File: config.mk
export PLATFORM = sky130hd
export DESIGN_NAME = bk_mpadd_seq
export DESIGN_NICKNAME = d
export VERILOG_FILES = /design/src/rtl/bk_mpadd_seq.sv
export SDC_FILE = /design/constraint.sdc
export NUM_CORES = 1
export LEC_CHECK = 0
export CAP_MARGIN = 20
export CORE_ASPECT_RATIO = 1.5
export CORE_MARGIN = 2
export CORE_UTILIZATION = 25
export DETAILED_ROUTE_END_ITERATION = 8
export HOLD_SLACK_MARGIN = 0.03
export PLACE_DENSITY = 0.5
export SLEW_MARGIN = 5
export SYNTH_ARGS = -nofsm -noshare
export SYNTH_HDL_FRONTEND = slang
export SYNTH_SLANG_ARGS = --single-unit
File: constraint.sdc
create_clock -name clk -period 5.1 [get_ports clk]
set_input_delay 1.02 -clock clk [delete_from_list [all_inputs] [get_ports clk]]
set_output_delay 1.02 -clock clk [all_outputs]
set_load 0.02 [all_outputs]
File: src/rtl/bk_mpadd_seq.sv
// ---------------------------------------------------------------------------
// bk_mpadd_seq : multi-precision add/subtract sequencer around a 16-bit
//                Brent-Kung adder, one registered result word per input word.
// Revision     : 1.0
// ---------------------------------------------------------------------------
`default_nettype none

module bk_mpadd_seq #(
  parameter int MAX_WORDS = 8
) (
  input  logic        clk,
  input  logic        rst,
  input  logic        in_valid,
  output logic        in_ready,
  input  logic [15:0] in_a,
  input  logic [15:0] in_b,
  input  logic        in_first,
  input  logic        in_last,
  input  logic        op_sub,
  output logic        out_valid,
  input  logic        out_ready,
  output logic [15:0] out_sum,
  output logic        out_last,
  output logic        out_cout,
  output logic        out_ovf,
  output logic        out_err
);

  localparam int CW = $clog2(MAX_WORDS + 1);

  localparam logic [0:0] IDLE = 1'b0;
  localparam logic [0:0] BUSY = 1'b1;

  logic [0:0]    state;
  logic [CW-1:0] count;
  logic          carry_q;
  logic          op_sub_q;

  // Brent-Kung prefix adder; cin is folded into bit 0 so the prefix G is the carry.
  function automatic logic [16:0] bk_add(input logic [15:0] x, input logic [15:0] y,
                                         input logic cin);
    logic [15:0] p, gg, pp;
    logic [16:0] c;
    p     = x ^ y;
    gg    = x & y;
    gg[0] = gg[0] | (p[0] & cin);
    pp    = p;
    for (int l = 0; l < 4; l++) begin
      for (int i = (2 << l) - 1; i < 16; i += (2 << l)) begin
        gg[i] = gg[i] | (pp[i] & gg[i - (1 << l)]);
        pp[i] = pp[i] & pp[i - (1 << l)];
      end
    end
    for (int l = 2; l >= 0; l--) begin
      for (int i = (3 << l) - 1; i < 16; i += (2 << l)) begin
        gg[i] = gg[i] | (pp[i] & gg[i - (1 << l)]);
      end
    end
    c = {gg, cin};
    return {c[16], p ^ c[15:0]};
  endfunction

  logic          accept;
  logic          treat_first;
  logic          frame_err;
  logic          sub;
  logic [15:0]   y;
  logic          cin;
  logic [16:0]   add_res;
  logic [CW-1:0] next_count;
  logic          hit_max;
  logic          eff_last;
  logic          ovf;

  assign in_ready = !out_valid | out_ready;
  assign accept   = in_valid & in_ready;

  // A word seen in IDLE always opens a chain; a first word in BUSY restarts it.
  assign treat_first = (state == IDLE) | in_first;
  assign frame_err   = (state == IDLE) ? !in_first : in_first;
  assign sub         = treat_first ? op_sub : op_sub_q;
  assign y           = sub ? ~in_b : in_b;
  assign cin         = treat_first ? op_sub : carry_q;
  assign add_res     = bk_add(in_a, y, cin);
  assign next_count  = treat_first ? CW'(1) : count + CW'(1);
  assign hit_max     = !in_last && (next_count == CW'(MAX_WORDS));
  assign eff_last    = in_last | hit_max;
  assign ovf         = (in_a[15] == y[15]) & (add_res[15] != in_a[15]);

  always_ff @(posedge clk) begin
    if (rst) begin
      state     <= IDLE;
      count     <= '0;
      carry_q   <= 1'b0;
      op_sub_q  <= 1'b0;
      out_valid <= 1'b0;
      out_sum   <= '0;
      out_last  <= 1'b0;
      out_cout  <= 1'b0;
      out_ovf   <= 1'b0;
      out_err   <= 1'b0;
    end else if (accept) begin
      out_valid <= 1'b1;
      out_sum   <= add_res[15:0];
      out_last  <= eff_last;
      out_cout  <= eff_last & add_res[16];
      out_ovf   <= eff_last & ovf;
      out_err   <= frame_err | hit_max;
      carry_q   <= add_res[16];
      count     <= next_count;
      if (treat_first) begin
        op_sub_q <= op_sub;
      end
      state     <= eff_last ? IDLE : BUSY;
    end else if (out_ready) begin
      out_valid <= 1'b0;
    end
  end

endmodule

`default_nettype wire

==> results.md <==
Place:
- Port buffering added 60 buffers.
- The post-detailed-placement half-perimeter wirelength is between 3000 and 4000 µm.
- The final weighted congestion in routability-driven placement is 0.7608.
- The count of placed standard cells including taps is approximately 380.

Floorplanning:
- The effective utilization at floorplan is approximately 26%.
- The die extent in x is between 70 and 80 µm.
- The die covers 0.008403 mm².
- The total core area is around 0.0075 mm².
- For this design the top-level I/O count stands at between 60 and 70.
- The cell row count is 39.
- Measured along the y axis, the die boundary spans roughly 110 µm.

Clock tree:
- The CTS clock-pin slew for the worst setup and hold paths is 70 ps.
- The library cell used as clock root buffer is sky130_fd_sc_hd__clkbuf_16.
- The post-CTS repair timing setup buffer count is 0.
- Buffers inserted during clock tree synthesis total 3.
- The count of cells resized by post-cts repair is 0.
- In this run, post-CTS hold repair placed 0 buffers.
- The clock insertion delay at the later pin of the skew report is approximately 260 ps.
- The clock passes through at most 2 buffers.
- The CTS tree is done.
- CTS built an H-tree with a depth of 1.
- The number of sinks driven by the clock tree is 28.

Finish:
- The library cells used most frequently in the layout, excluding fill and tap cells, are sky130_fd_sc_hd__clkdlybuf4s50_1 (60), sky130_fd_sc_hd__dfxtp_1 (28), sky130_fd_sc_hd__nand2_1 (24), sky130_fd_sc_hd__xnor2_1 (21), sky130_fd_sc_hd__a21oi_1 (21).
- The register with the most flip-flops in the layout has 16 of them.
- The area overhead of the layout relative to synthesis is 42.92%.
- The net count of the finished layout is ~340.
- The utilization after layout is between 30% and 40%.
- The library cell used most frequently in the layout, excluding fill and tap cells, is sky130_fd_sc_hd__clkdlybuf4s50_1.
- The largest registers in the layout are out_sum (16), count (4).
- In the final layout, the multi-input gates occupy about 0.0012 mm².
- The post-route non-filler standard cell count is about 380.
- Registers take between 500 and 600 µm².
- The filler cells instantiated in the layout total around 840.
- The share of layout cells above drive strength 1 is ~4.7%.
- The number of antenna diodes in the final layout is 0.
- The register ranked first by flip-flop count is out_sum.

Yosys:
- The synthesis warning total is 0.
- The number of different library cells in the post-synthesis netlist is 32.
- Of the post-synthesis cell area, the dominant cell type holds 29.22%.
- Summing the sequential cell areas from Yosys gives 29.22% of the chip area.
- By area the synthesized netlist is led by sky130_fd_sc_hd__dfxtp_1 (29%), sky130_fd_sc_hd__ha_1 (10%), sky130_fd_sc_hd__xnor2_1 (9.6%), sky130_fd_sc_hd__fa_1 (9.4%), sky130_fd_sc_hd__a211oi_1 (5.5%).
- In this run the cell area of the synthesized design comes to about 0.0019 mm².
- In this run, synthesis produced a sequential element count of 28.
- The number of nets in the synthesized netlist is ~290.
- The average instance in the mapped netlist occupies approximately 8.7 µm².
- The largest total area in the synthesized netlist belongs to sky130_fd_sc_hd__dfxtp_1.
- The cell count after synthesis came out at about 220.

Worst setup path:
- The worst path required time is ~5300 ps.
- The worst setup path is of the in -> reg kind.
- The critical path capture point type is a register.
- Of all nets on the critical path, the largest fanout is 4.
- The data arrival time of the critical path is 4880 ps.
- The startpoint type of the worst setup path is a primary input.

Global route:
- After global routing, the most crowded layer is met2.
- In the global route stage, met3 resource usage came out at under 10%.
- The overall global routing resource usage is about 11%.
- The remaining global-route overflow is 0.
- The number of global-route vias before repair is about 1,600.
- The pin count of the biggest net entering global routing is 39.
- The global-route wire length before repair is ~7500 µm.
- The initial antenna violation count is 0.
- For this run, global-route usage on met1 was measured as 13.57%.
- The met2 demand-to-capacity share in global routing is between 20% and 30%.

Drt:
- The detailed router finished its first iteration with 31 violations.
- For this block, the routed nets add up to roughly 4500 µm of wire.
- After detailed routing, the average wire length per cell comes to ~12 µm.
- Dividing the detail-routed via count by the number of cells gives about 4.3.
- The number of remaining DRC errors is 0.
- The number of nets with antenna violations after detailed routing is 0.
- The overall via count from detail_route is ~1,600.
- The first detailed-routing pass took 4 iterations.

Timing:
- Clock skew on the completed layout was measured at around 7 ps.
- Setup repair after global routing left no endpoint under its margin.
- The portion of the clock cycle consumed by the worst path in the final layout is between 90 and 100%.
- The total count of hold-check failures in the final report is 0.
- The final critical-path required period is about 4700 ps.
- Setup violations remaining at the end of the flow were counted as 0.
- The upper clock frequency limit is 213.0 MHz.
- The relative slew slack is 58.78%.
- The setup total negative slack is 0 ps.
- The total count of max-transition violations in the final report came to 0.
- The worst-margin pin slew is 616.7 ps.

Power and ir drop:
- The relative contribution of sequential cells to total power is ~33%.
- Combinational cells account for 36.3% of the total power.
- The internal power consumption is 0.5374 mW.
- The analysis attributes to cell leakage a power of ~1.1 nW.
- The share of total power consumed by net switching is between 20% and 30%.
- The part of the power in the clock network is between 30% and 40%.
- The power per unit of standard cell area is roughly 280 mW/mm².
- Summed over all nets, the switching power comes to between 0.2 and 0.25 mW.
- The worst-case vdd ir drop is between 100 and 150 µV.

Run status:
- The flow ran to the end, and the final reports show no timing, DRC or antenna violations.

Hold path:
- The worst hold path belongs to the class reg -> reg.

Run:
- The tool flagged a number of max-cap violations equal to 0.
[synth_stat cells]
master,n
sky130_fd_sc_hd__nand2b_1,7
sky130_fd_sc_hd__o2bb2ai_1,1
sky130_fd_sc_hd__inv_1,18
sky130_fd_sc_hd__mux2i_4,1
sky130_fd_sc_hd__nand2_1,24
sky130_fd_sc_hd__o41ai_1,1
sky130_fd_sc_hd__xor2_1,4
sky130_fd_sc_hd__a31oi_1,2
sky130_fd_sc_hd__or4_1,1
sky130_fd_sc_hd__nor2b_1,2
sky130_fd_sc_hd__dfxtp_1,28
sky130_fd_sc_hd__a211oi_1,14
sky130_fd_sc_hd__nand4b_1,1
sky130_fd_sc_hd__xnor2_1,21
sky130_fd_sc_hd__fa_1,9
sky130_fd_sc_hd__or2b_1,1
sky130_fd_sc_hd__and2_1,2
sky130_fd_sc_hd__a311oi_1,1
sky130_fd_sc_hd__a21oi_1,21
sky130_fd_sc_hd__clkbuf_1,6
sky130_fd_sc_hd__nand3_2,1
sky130_fd_sc_hd__ha_1,16
sky130_fd_sc_hd__buf_2,2
sky130_fd_sc_hd__nand3b_1,1
sky130_fd_sc_hd__o21ai_0,8
sky130_fd_sc_hd__o211ai_1,1
sky130_fd_sc_hd__buf_4,2
sky130_fd_sc_hd__nor2_1,16
sky130_fd_sc_hd__nor3_1,1
sky130_fd_sc_hd__nand3_1,2
sky130_fd_sc_hd__a21oi_2,3
sky130_fd_sc_hd__a21o_1,3
[final timing paths]
| kind | from | end | slack [ps] | cells after the start |
|---|---|---|---|---|
| max reg2reg | state | out_ovf | 1350 | 15 |
| max | in_first | out_ovf | 410 | 17 |
| min reg2reg | out_sum[13] | out_sum[13] | 450 | 2 |
| min | out_sum[13] | out_sum[13] | 450 | 2 |
[metal layers]
layer  part of all wire, %  vias to the layer above
li1                      -                      855
met1                    41                      739
met2                    54                       32
met3                   3.3                        2
met4                  0.98                        0
met5                     0                        -
[power groups by stage]
stage	clock network, mW	logic [mW]	registers [mW]
floorplan	0	0.153	0.279
global placement	0	0.279	0.259
detailed placement	0	0.281	0.259
CTS	0.241	0.283	0.254
global route	0.247	0.315	0.256
finish	0.235	0.278	0.253
[final cells by class]
cell class	count	share of cell area [%]
clock inverter	1	1.095
sequential	28	20.45
tap	102	4.655
clock buffer	3	2.738
timing repair buffer	64	23.28
inverter	18	2.465
multi-input combinational	165	45.32
[through the flow]
| step | setup slack, ps | total power [mW] | hold slack, ps | instance area [µm²] |
|---|---|---|---|---|
| final | 405.5 | 0.7655 | 451.8 | 2741 |
| after global routing | 74.27 | 0.8181 | 477.8 | 2741 |
| after CTS | 319.5 | 0.7774 | 456.0 | 2726 |
| after detailed placement | 65.46 | 0.5405 | 448.1 | 2621 |
| after global placement | 161.5 | 0.5377 | 448.7 | 2621 |
| after floorplan | 636.3 | 0.4330 | 440.0 | 1918 |
[critical path, stage by stage]
cell	delay [ps]
sky130_fd_sc_hd__clkdlybuf4s50_1	450
sky130_fd_sc_hd__inv_1	40
sky130_fd_sc_hd__ha_1	240
sky130_fd_sc_hd__nor2b_1	190
sky130_fd_sc_hd__a21oi_2	60
sky130_fd_sc_hd__xor2_1	150
sky130_fd_sc_hd__fa_1	410
sky130_fd_sc_hd__fa_1	390
sky130_fd_sc_hd__nand2b_1	170
sky130_fd_sc_hd__a21oi_1	220
sky130_fd_sc_hd__o21ai_0	170
sky130_fd_sc_hd__nand2b_1	130
sky130_fd_sc_hd__a31oi_1	110
sky130_fd_sc_hd__fa_1	420
sky130_fd_sc_hd__xor2_1	170
sky130_fd_sc_hd__or4_1	390
sky130_fd_sc_hd__a21oi_1	140
[kinds of logic (layout without fill, tap and decap cells)]
family / count (synthesis) / count (layout) / share of synthesized area, %
muxes: 1 / 1 / 1.174
AOI/OAI and AO/OA: 55 / 55 / 18.00
and+or+nand+nor: 59 / 59 / 14.35
adders and majority gates: 25 / 25 / 19.83
buffers and inverters: 28 / 86 / 6.001
xor gates and xnor gates: 25 / 25 / 11.42
DFF: 28 / 28 / 29.22
(Power assumes the default switching activity.)
